<file path="src/rtl/two_digit_display_driver.sv">
// Binary (0-127, saturated to 99) to two-digit BCD via sequential shift-add-3,
// multiplexed onto one 7-segment bus. Optional macro: DISPLAY_LEADING_ZERO_BLANK_EN.
module two_digit_display_driver #(
  parameter int REFRESH_DIV = 100
) (
  input  logic       clk,
  input  logic       reset,
  input  logic [6:0] value,
  input  logic       load,
  output logic       busy,
  output logic [6:0] segments,
  output logic       digit,
  output logic [3:0] dbg_state
);

  localparam int CNT_W = $clog2(REFRESH_DIV);
  localparam logic [CNT_W-1:0] CNT_MAX = CNT_W'(REFRESH_DIV - 1);

  // Handshake: value is captured on any edge where load=1 and busy=0;
  // loads seen while busy=1 are dropped, never queued.
  typedef enum logic [0:0] {IDLE = 1'b0, CONVERT = 1'b1} state_t;

  state_t           state_q, state_d;
  logic [2:0]       step_q;
  logic [6:0]       shift_q;
  logic [7:0]       bcd_q;
  logic [3:0]       tens_q, units_q;
  logic [CNT_W-1:0] refresh_q;
  logic             accept, last_step;
  logic [3:0]       tens_adj, units_adj;
  logic [14:0]      dd_shift;
  logic             wrap, digit_d;
  logic [3:0]       sel_digit;
  logic [6:0]       seg_d;

  function automatic logic [6:0] seg_decode(input logic [3:0] d);
    case (d)
      4'd0:    seg_decode = 7'h3F;
      4'd1:    seg_decode = 7'h06;
      4'd2:    seg_decode = 7'h5B;
      4'd3:    seg_decode = 7'h4F;
      4'd4:    seg_decode = 7'h66;
      4'd5:    seg_decode = 7'h6D;
      4'd6:    seg_decode = 7'h7D;
      4'd7:    seg_decode = 7'h07;
      4'd8:    seg_decode = 7'h7F;
      4'd9:    seg_decode = 7'h6F;
      default: seg_decode = 7'h00;
    endcase
  endfunction

  always_comb begin
    state_d   = state_q;
    accept    = 1'b0;
    last_step = 1'b0;
    busy      = 1'b0;
    case (state_q)
      IDLE: begin
        if (load) begin
          accept  = 1'b1;
          state_d = CONVERT;
        end
      end
      CONVERT: begin
        busy = 1'b1;
        if (step_q == 3'd6) begin
          last_step = 1'b1;
          state_d   = IDLE;
        end
      end
      default: state_d = IDLE;
    endcase
  end

  assign dbg_state = {state_q, step_q};

  // One double-dabble step: correct nibbles >=5, then shift the whole pair left.
  always_comb begin
    units_adj = (bcd_q[3:0] >= 4'd5) ? bcd_q[3:0] + 4'd3 : bcd_q[3:0];
    tens_adj  = (bcd_q[7:4] >= 4'd5) ? bcd_q[7:4] + 4'd3 : bcd_q[7:4];
    dd_shift  = {tens_adj, units_adj, shift_q} << 1;
  end

  always_ff @(posedge clk or posedge reset) begin
    if (reset) begin
      state_q <= IDLE;
      step_q  <= 3'd0;
      shift_q <= 7'd0;
      bcd_q   <= 8'd0;
      tens_q  <= 4'd0;
      units_q <= 4'd0;
    end else begin
      state_q <= state_d;
      if (accept) begin
        shift_q <= (value > 7'd99) ? 7'd99 : value;
        bcd_q   <= 8'd0;
        step_q  <= 3'd0;
      end else if (state_q == CONVERT) begin
        bcd_q   <= dd_shift[14:7];
        shift_q <= dd_shift[6:0];
        step_q  <= step_q + 3'd1;
        if (last_step) begin
          tens_q  <= dd_shift[14:11];
          units_q <= dd_shift[10:7];
        end
      end
    end
  end

  // Segments are decoded for the digit that will be selected after this edge,
  // so the segments/digit pair is always coherent.
  always_comb begin
    wrap      = (refresh_q == CNT_MAX);
    digit_d   = digit ^ wrap;
    sel_digit = digit_d ? tens_q : units_q;
    seg_d     = seg_decode(sel_digit);
`ifdef DISPLAY_LEADING_ZERO_BLANK_EN
    if (digit_d && (tens_q == 4'd0)) seg_d = 7'h00;
`endif
  end

  always_ff @(posedge clk or posedge reset) begin
    if (reset) begin
      refresh_q <= '0;
      digit     <= 1'b0;
      segments  <= 7'h3F;
    end else begin
      refresh_q <= wrap ? '0 : refresh_q + 1'b1;
      digit     <= digit_d;
      segments  <= seg_d;
    end
  end

endmodule

</file>
<file path="config.mk">
export PLATFORM = sky130hd
export DESIGN_NAME = two_digit_display_driver
export DESIGN_NICKNAME = d
export VERILOG_FILES = /design/src/rtl/two_digit_display_driver.sv
export SDC_FILE = /design/constraint.sdc
export NUM_CORES = 1
export LEC_CHECK = 0
export ABC_AREA = 1
export CAP_MARGIN = 40
export CORE_MARGIN = 2
export CORE_UTILIZATION = 50
export DETAILED_ROUTE_END_ITERATION = 12
export HOLD_SLACK_MARGIN = 0.08
export PLACE_DENSITY = 0.78
export SYNTH_ARGS = -nofsm -noshare
export SYNTH_HDL_FRONTEND = slang
export SYNTH_SLANG_ARGS = --single-unit
</file>
<file path="constraint.sdc">
create_clock -name clk -period 2.8 [get_ports clk]
set_clock_uncertainty 0.15 [all_clocks]
set_input_delay 0.56 -clock clk [delete_from_list [all_inputs] [get_ports clk]]
set_output_delay 0.56 -clock clk [all_outputs]
set_load 0.02 [all_outputs]
</file>
## Yosys cells after proc, flatten, opt, wreduce, memory -nomap -nowiden

Memory sizes are Yosys's and may differ from the RTL's. A register that Yosys moved wholly into a read port is not among the register bits.
Index checks and enable logic that the tools add are counted.
Widths: inputs -> output; s select.

| storage, ports and cells | value |
|---|---|
| flip-flop bits (word level) | 35 |
| bits in latches | 0 |
| bits in writable memories | 0 |
| bits in read-only memories | 112 |
| input port bits | 10 |
| output and inout bits | 13 |
| logic and storage cells | 41 |
| memories kept | 1 |

Memories:

| memory | words | bits a word | rd ports | clocked after memory_dff | wr ports | line | RTL |
|---|---|---|---|---|---|---|---|
| (no name shown) | 16 | 7 | 1 | 1 | 0 | 37 | `case (d)` |

| cells by class | value |
|---|---|
| add/sub/neg operators | 4 |
| multipliers | 0 |
| div/mod/pow operators | 0 |
| magnitude comparators | 3 |
| eq/ne operators | 2 |
| shift operators | 0 |
| multiplexer cells | 18 |
| bitwise operators | 3 |
| reduce and logical (&&, ||, !) cells | 2 |

Operators by type and width:

| kind | count |
|---|---|
| $mux 7 | 4 |
| $mux 8 | 2 |
| $mux 3 | 3 |
| $ge 4x3->1 const B | 2 |
| $mux 4 | 2 |
| $add 7x1->7 const B | 1 |
| $eq 7x7->1 const B | 1 |
| $gt 7x7->1 const B | 1 |
| $mux 1 | 6 |
| $add 4x2->4 const B | 1 |
| $add 3x1->3 const B | 1 |
| $add 3x2->3 const B | 1 |
| $eq 3x3->1 const B | 1 |
| $reduce_and 3->1 | 1 |
| $not 1->1 | 2 |
| $pmux 1 s2 | 1 |
| $reduce_bool 2->1 | 1 |
| $xor 1x1->1 | 1 |

## Depth between registers and ports, before layout

Gate-level depths: netlist (run 1).

| logic depth | value |
|---|---|
| depth in word-level cells | 4 |
| mapped depth | 15 |
| gate-level depth less buffers | 15 |

## Worst setup path before layout (run 1)

No wires, ideal clock.

| path | value |
|---|---|
| path kind | register to register |
| start | register refresh_q[0] |
| end | register segments[0] |
| library setup time | 0.061 ns |
| arrival time | 1.683 ns |
| required time | 2.589 ns |
| setup slack | 0.906 ns |
| stages on the path, launching flop included | 15 |
| buffers on the path | 0 |
| clock period less this slack | 1.894 ns |
| cells stage by stage | dfrtp_1 > ha_1 > inv_2 > nor2_8 > nand3_4 > nand2_4 > nand2_4 > nand2_1 > nand2_1 > inv_1 > ha_1 > nand3b_1 > nand2_1 > nand2_1 > nand2_1 |

| between the ends | value |
|---|---|
| longest elaborated chain between the ends | 3 |

RTL lines:

| what | line | RTL |
|---|---|---|
| start: declaration | 28 | `logic [CNT_W-1:0] refresh_q;` |
| start signal: assignment | 128 | `refresh_q <= wrap ? '0 : refresh_q + 1'b1;` |
| $eq 7x7->1 | 113 | `wrap = (refresh_q == CNT_MAX);` |
| $xor 1x1->1 | 114 | `digit_d = digit ^ wrap;` |
| net digit_d | 32 | `logic wrap, digit_d;` |
| $mux 4 | 115 | `sel_digit = digit_d ? tens_q : units_q;` |
| end: declaration | 11 | `output logic [6:0] segments,` |

The timed path passes the listed nets, and every way through them passes these cells.
A chain may end at the register's enable or synchronous reset.

## Worst setup path after layout (run 1)

| path | value |
|---|---|
| start | register state_q |
| end | output busy |

| between the ends | value |
|---|---|
| longest elaborated chain between the ends | 1 |

RTL lines:

| what | line | RTL |
|---|---|---|
| start: declaration | 23 | `state_t state_q, state_d;` |
| start signal: assignment | 93 | `state_q <= state_d;` |
| $mux 1 | 57 | `case (state_q)` |
| end: declaration | 10 | `output logic busy,` |

No other way between the ends.

==> results.toml, run 1 <==
[outcome]
status = "finished clean"

[worst_setup_path]
reg2reg_depth = 14
worst-path-buf-inv = 1
slowest_delay_ps = 690
regToRegSetupSlack_ps = 730
crit_type = "flop to output pin"
reg2reg_from = "refresh_q[0]"
crit_path_top_delay_cell = "clkdlybuf4s50_1"
worstPathArrival_ps = 1600
critical_path_required_ps = 2090
critPathMaxFanout = 14
path_depth = 1
critical-path-top-delay-family = "buffers and inverters"
endpoint_kind = "output pin"
cp_cell_sequence = "clkdlybuf4s50_1"
r2r_end = "segments[0]"
crit_start = "state_q"
cp-start-kind = "flop"

[yosys]
yosysWarnings = 0
synth_seq_cells = 42
yosysMostFrequentCell = "nand2_1"
avgSynthCellArea_sq_um = 9.31
synth_nets = 259
synthTopCellsByCount = "nand2_1 (59), dfrtp_1 (36), inv_1 (26), o21ai_0 (17)"
synth_edf_count = 0
synth_area_sq_um = 2200
ys.flop_type = "dfrtp_1"
yosysSeqAreaShare_pct = 48.2
yosysUniqueCellTypes = 33
synthCells = 236
synth_area_leader_cell = "dfrtp_1"
async_flop_share_pct = 100
yosysTopAreaCellShare_pct = 41.0
synth_top_cells_by_area = "dfrtp_1 (41%), nand2_1 (10%), ha_1 (7.4%)"

[run]
maxCapViolations = 0

[route]
drtIter0Drc = 61
wl_per_cell_um = 12.0
vias_per_cell = 5.10
wl_um = 3780
drc = 0
num_vias = 1607
ant_nets = 0
drtPass1Iterations = 4

[timing]
hold_viol = 0
slew_violations = 0
relSlewSlack_pct = 66.1
period_minus_slack_ps = 2310
setup_tns_ps = 0
period_share_pct = 82.6
max_slew.worst_pin.slew_ps = 508
rsz0062_at_grt = "no"
fmax_mhz = 432
setup_viol = 0

[placement]
gp_congestion = 0.778
place_area_sq_um = 2470
dp_cells = 307
io_buffers = 22
dp_hpwl_um = 2830

[floorplanning]
initial_core_util_pct = 51.2
die_area_sq_um = 4940
die_h_um = 70.3
rows = 24
coreArea_sq_um = 4290
ios = 23
chipWidth_um = 70.3

[hold_path]
min_to = "refresh_q[0]"
worstHoldPathCells = 1
worstHoldStart = "refresh_q[0]"
min_path_type = "flop to flop"

[finish]
num-nets-final = 285
syn2layout_area_growth_pct = 17.4
antenna_cells = 0
final_cell_area_sq_um = 2580
instances_no_fill = 315
drive_above_1_share_pct = 14.1

[clock_network]
holdBufCountCts = 0
cts_tree = "done"
cts-htree-levels = 2
path_clk_slew_ps = 80
post_cts_buffers = 0
clock_path_buffers = 2
cts_resized = 0
cts-root-buf = "clkbuf_8"
numCtsBuffers = 5
insertion_delay_ps = 300
clock-sinks = 42

[global_route]
antenna_found_initial = 0
grt_max_degree = 43
grt_usage_pct = 17.6
grt_overflow = 0
grt_pass1_vias = 1608
grt_first_pass_wirelength_um = 6940

[power_and_ir_drop]
peakVddDrop_mv = 0.608
power.density_nw_per_um2 = 1040
p_leak_nw = 1.28
==> layout by cell type (no fill, tap or decap), drive strengths merged <==
master / n
buf: 1
dfstp: 6
nand2: 67
ha: 13
nor3: 3
nor2: 10
or2: 2
xor2: 4
bufinv: 1
o21ai: 17
a21oi: 4
dfrtp: 36
clkinv: 3
nand4: 2
a22oi: 4
inv: 30
a31oi: 2
o22ai: 8
nand3: 16
clkdlybuf4s50: 22
nand3b: 4
clkbuf: 5
o211ai: 2
and3: 1
==> cells by family (layout without fill, tap and decap cells) <==
group	after synthesis	after routing	share of synthesized area (%)
adder cells (fa/ha/maj)	13	13	7.40
AO/OA/AOI/OAI	37	37	9.68
XOR/XNOR	4	4	1.59
AND/OR/NAND/NOR	105	105	26.7
buffers and inverters	35	62	6.43
flip-flops	42	42	48.2
==> where the power goes <==
| group | switching [W] | internal (W) | leakage [nW] |
|---|---|---|---|
| clock network | 0.000214 | 0.000263 | 0.0579 |
| registers | 0.000146 | 0.000869 | 0.511 |
| logic | 0.000694 | 0.000492 | 0.715 |
==> worst max-delay path by stage <==
stage                    to
3_3_place_gp     shift_q[6]
6_report               busy
5_1_grt                busy
4_1_cts        dbg_state[3]
3_5_place_dp       bcd_q[6]
2_1_floorplan   segments[0]
==> stage by stage <==
stage	util, %	hold WS [ps]	total power, W	setup WS (ps)
6_report	60.1	312	0.00268	486
5_1_grt	60.1	365	0.00291	418
2_1_floorplan	-	282	0.00187	906
3_3_place_gp	57.5	301	0.00217	714
4_1_cts	60.1	316	0.00271	482
3_5_place_dp	57.5	305	0.00223	659
==> flip-flops by register name (all words and copies together) (netlist names) <==
register,cells
shift_q,7
refresh_q,7
bcd_q,8
step_q,3
digit,1
state_q,1
units_q,4
tens_q,4
segments,7
==> layout make-up <==
cell class	instances	area (sq um)
clock buffer	5	68.8
clock inverter	3	40.0
fill	393	1720
inverter	31	121
multi-input combinational	159	997
sequential	42	1060
tap	52	65.1
timing repair buffer	23	228
==> worst register-to-register path: cells and delay by family, from the launching register on <==
kind | cells | cell delay (ps)
fa+ha+maj | 2 | 430
buf+inv | 2 | 210
flops | 1 | 400
simple gates | 10 | 830
==> routing by layer <==
metal / vias to the layer above / global-route usage (%) / share of wire (%)
met1: 749 / 20.8 / 45
met3: 6 / 4.62 / 3.9
met2: 31 / 30.3 / 50
li1: 821 / - / -
met5: - / 0 / 0
met4: 0 / 7.26 / 1.6
No activity file was read; power rests on OpenSTA's default activity.
==> run 2, diff against run 1 <==
==> constraint.sdc (replaced) <==
create_clock -name clk -period 2.3 [get_ports clk]
set_clock_uncertainty 0.15 [all_clocks]
set_input_delay 0.46 -clock clk [delete_from_list [all_inputs] [get_ports clk]]
set_output_delay 0.46 -clock clk [all_outputs]
set_load 0.02 [all_outputs]
==> results.toml, run 2 (synthesis gave the netlist of run 1 again) <==
[finish]
mostFrequentLayoutCell = "nand2_1"
nFillCells = 373
final_cell_mix = "nand2_1 (59), dfrtp_1 (36), inv_1 (26)"
multi_input_comb_area_sq_um = 997
syn2layout_area_growth_pct = 16.8
num-nets-final = 286
largest_reg_flops = 8
seq_area_sq_um = 1060
final_util_pct = 59.8
drive_above_1_share_pct = 13.3
top_register = "bcd_q"
antenna_cells = 0

[timing]
max_slew.worst_pin.slew_ps = 501
setup_viol = 0
relSlewSlack_pct = 66.5
fmax_mhz = 457
hold_viol = 0
period_minus_slack_ps = 2190
hold_ws_ps = 317
setup_tns_ps = 0
slew_violations = 0
period_share_pct = 95.1
rsz0062_at_grt = "no"

[worst_setup_path]
reg2reg_depth = 14
slowest_delay_ps = 690
worst-path-buf-inv = 1
endpoint_kind = "output pin"
critPathMaxFanout = 14
critical-path-top-delay-family = "buffers and inverters"
cp_cell_sequence = "clkdlybuf4s50_1"
critical_path_required_ps = 1690
crit_path_top_delay_cell = "clkdlybuf4s50_1"
worstPathArrival_ps = 1580
crit_type = "flop to output pin"
path_depth = 1
cp-start-kind = "flop"

[global_route]
antenna_found_initial = 0
grt.busiest_layer = "met2"
grt_first_pass_wirelength_um = 6420
grtUsageMet1_pct = 19.0
grtUsageMet2_pct = 27.9
grt_pass1_vias = 1524
grt_overflow = 0
grt_usage_pct = 16.3
grt.met3_usage_pct = 4.33
grt_max_degree = 43

[floorplanning]
initial_core_util_pct = 51.2
die_area_sq_um = 4940
die_h_um = 70.3
coreArea_sq_um = 4290
chipWidth_um = 70.3
ios = 23
rows = 24

[power_and_ir_drop]
total_power_w = 0.00312
power.density_nw_per_um2 = 1220
p_leak_nw = 1.27
peakVddDrop_mv = 0.648

[route]
wl_per_cell_um = 11.3
ant_nets = 0
drtPass1Iterations = 4
wl_um = 3570
num_vias = 1609
vias_per_cell = 5.11
drtIter0Drc = 99
drc = 0

[clock_network]
numCtsBuffers = 5
clock-sinks = 42
cts_resized = 0
holdBufCountCts = 0
cts_tree = "done"
path_clk_slew_ps = 70
cts-root-buf = "clkbuf_8"
insertion_delay_ps = 290
clock_path_buffers = 2
cts-htree-levels = 2
post_cts_buffers = 0

[placement]
dp_hpwl_um = 2620
gp_congestion = 0.799
io_buffers = 22

[run]
maxCapViolations = 0

[hold_path]
worstHoldPathCells = 1
min_path_type = "flop to flop"

[outcome]
status = "finished clean"
run 2: changes by cell type in the layout (fill, tap and decap cells not counted):
cell	delta
clkbuf_1	+2
bufinv_16	-1
buf_12	+1
clkinv_2	-2
run 2: path summary, 6_finish.rpt:
check / startpoint / endpoint / slack, ps
worst max-delay path: state_q / dbg_state[3] / 110
worst min-delay path: refresh_q[0] / refresh_q[0] / 320
worst max register to register: refresh_q[0] / segments[0] / 260
worst min register to register: refresh_q[0] / refresh_q[0] / 320
max in group asynchronous: reset / segments[5] / 1370
min in group asynchronous: reset / refresh_q[1] / 370
run 2: report_power, final:
part           total (W)  internal (W)  switching, W
logic            0.00145      0.000607      0.000846
clock network   0.000432      0.000209      0.000223
registers        0.00123       0.00106      0.000175
run 2: layer usage:
layer  up-vias  wire (um)
met1       759       1590
met5         -          0
met2        26       1790
met4         0         55
met3         7        138
li1        817          -
run 2: cell type report:
type	instances	share of cell area, %
clock buffers	7	2.97
inverters	31	4.73
multi-input cells	159	38.9
flip-flops and latches	42	41.2
well taps	52	2.54
repair buffers	24	9.65
run 2: through the flow:
step           instances  worst slack (ps)  instance area [sq um]
6_report             315               113                   2570
5_1_grt              315              22.7                   2570
4_1_cts              315              95.5                   2570
3_5_place_dp         308               267                   2490
3_3_place_gp         308               348                   2490
2_1_floorplan        236               406                   2200
==> run 3, diff against run 2 <==
--- a/config.mk
+++ b/config.mk
@@ -9,6 +9,7 @@
 export CAP_MARGIN = 40
 export CORE_MARGIN = 2
 export CORE_UTILIZATION = 50
+export CTS_CLUSTER_DIAMETER = 200
 export DETAILED_ROUTE_END_ITERATION = 12
 export HOLD_SLACK_MARGIN = 0.08
 export PLACE_DENSITY = 0.78
==> results of run 3 <==
No change in the layout: final DEF, timing and power equal those of run 2.
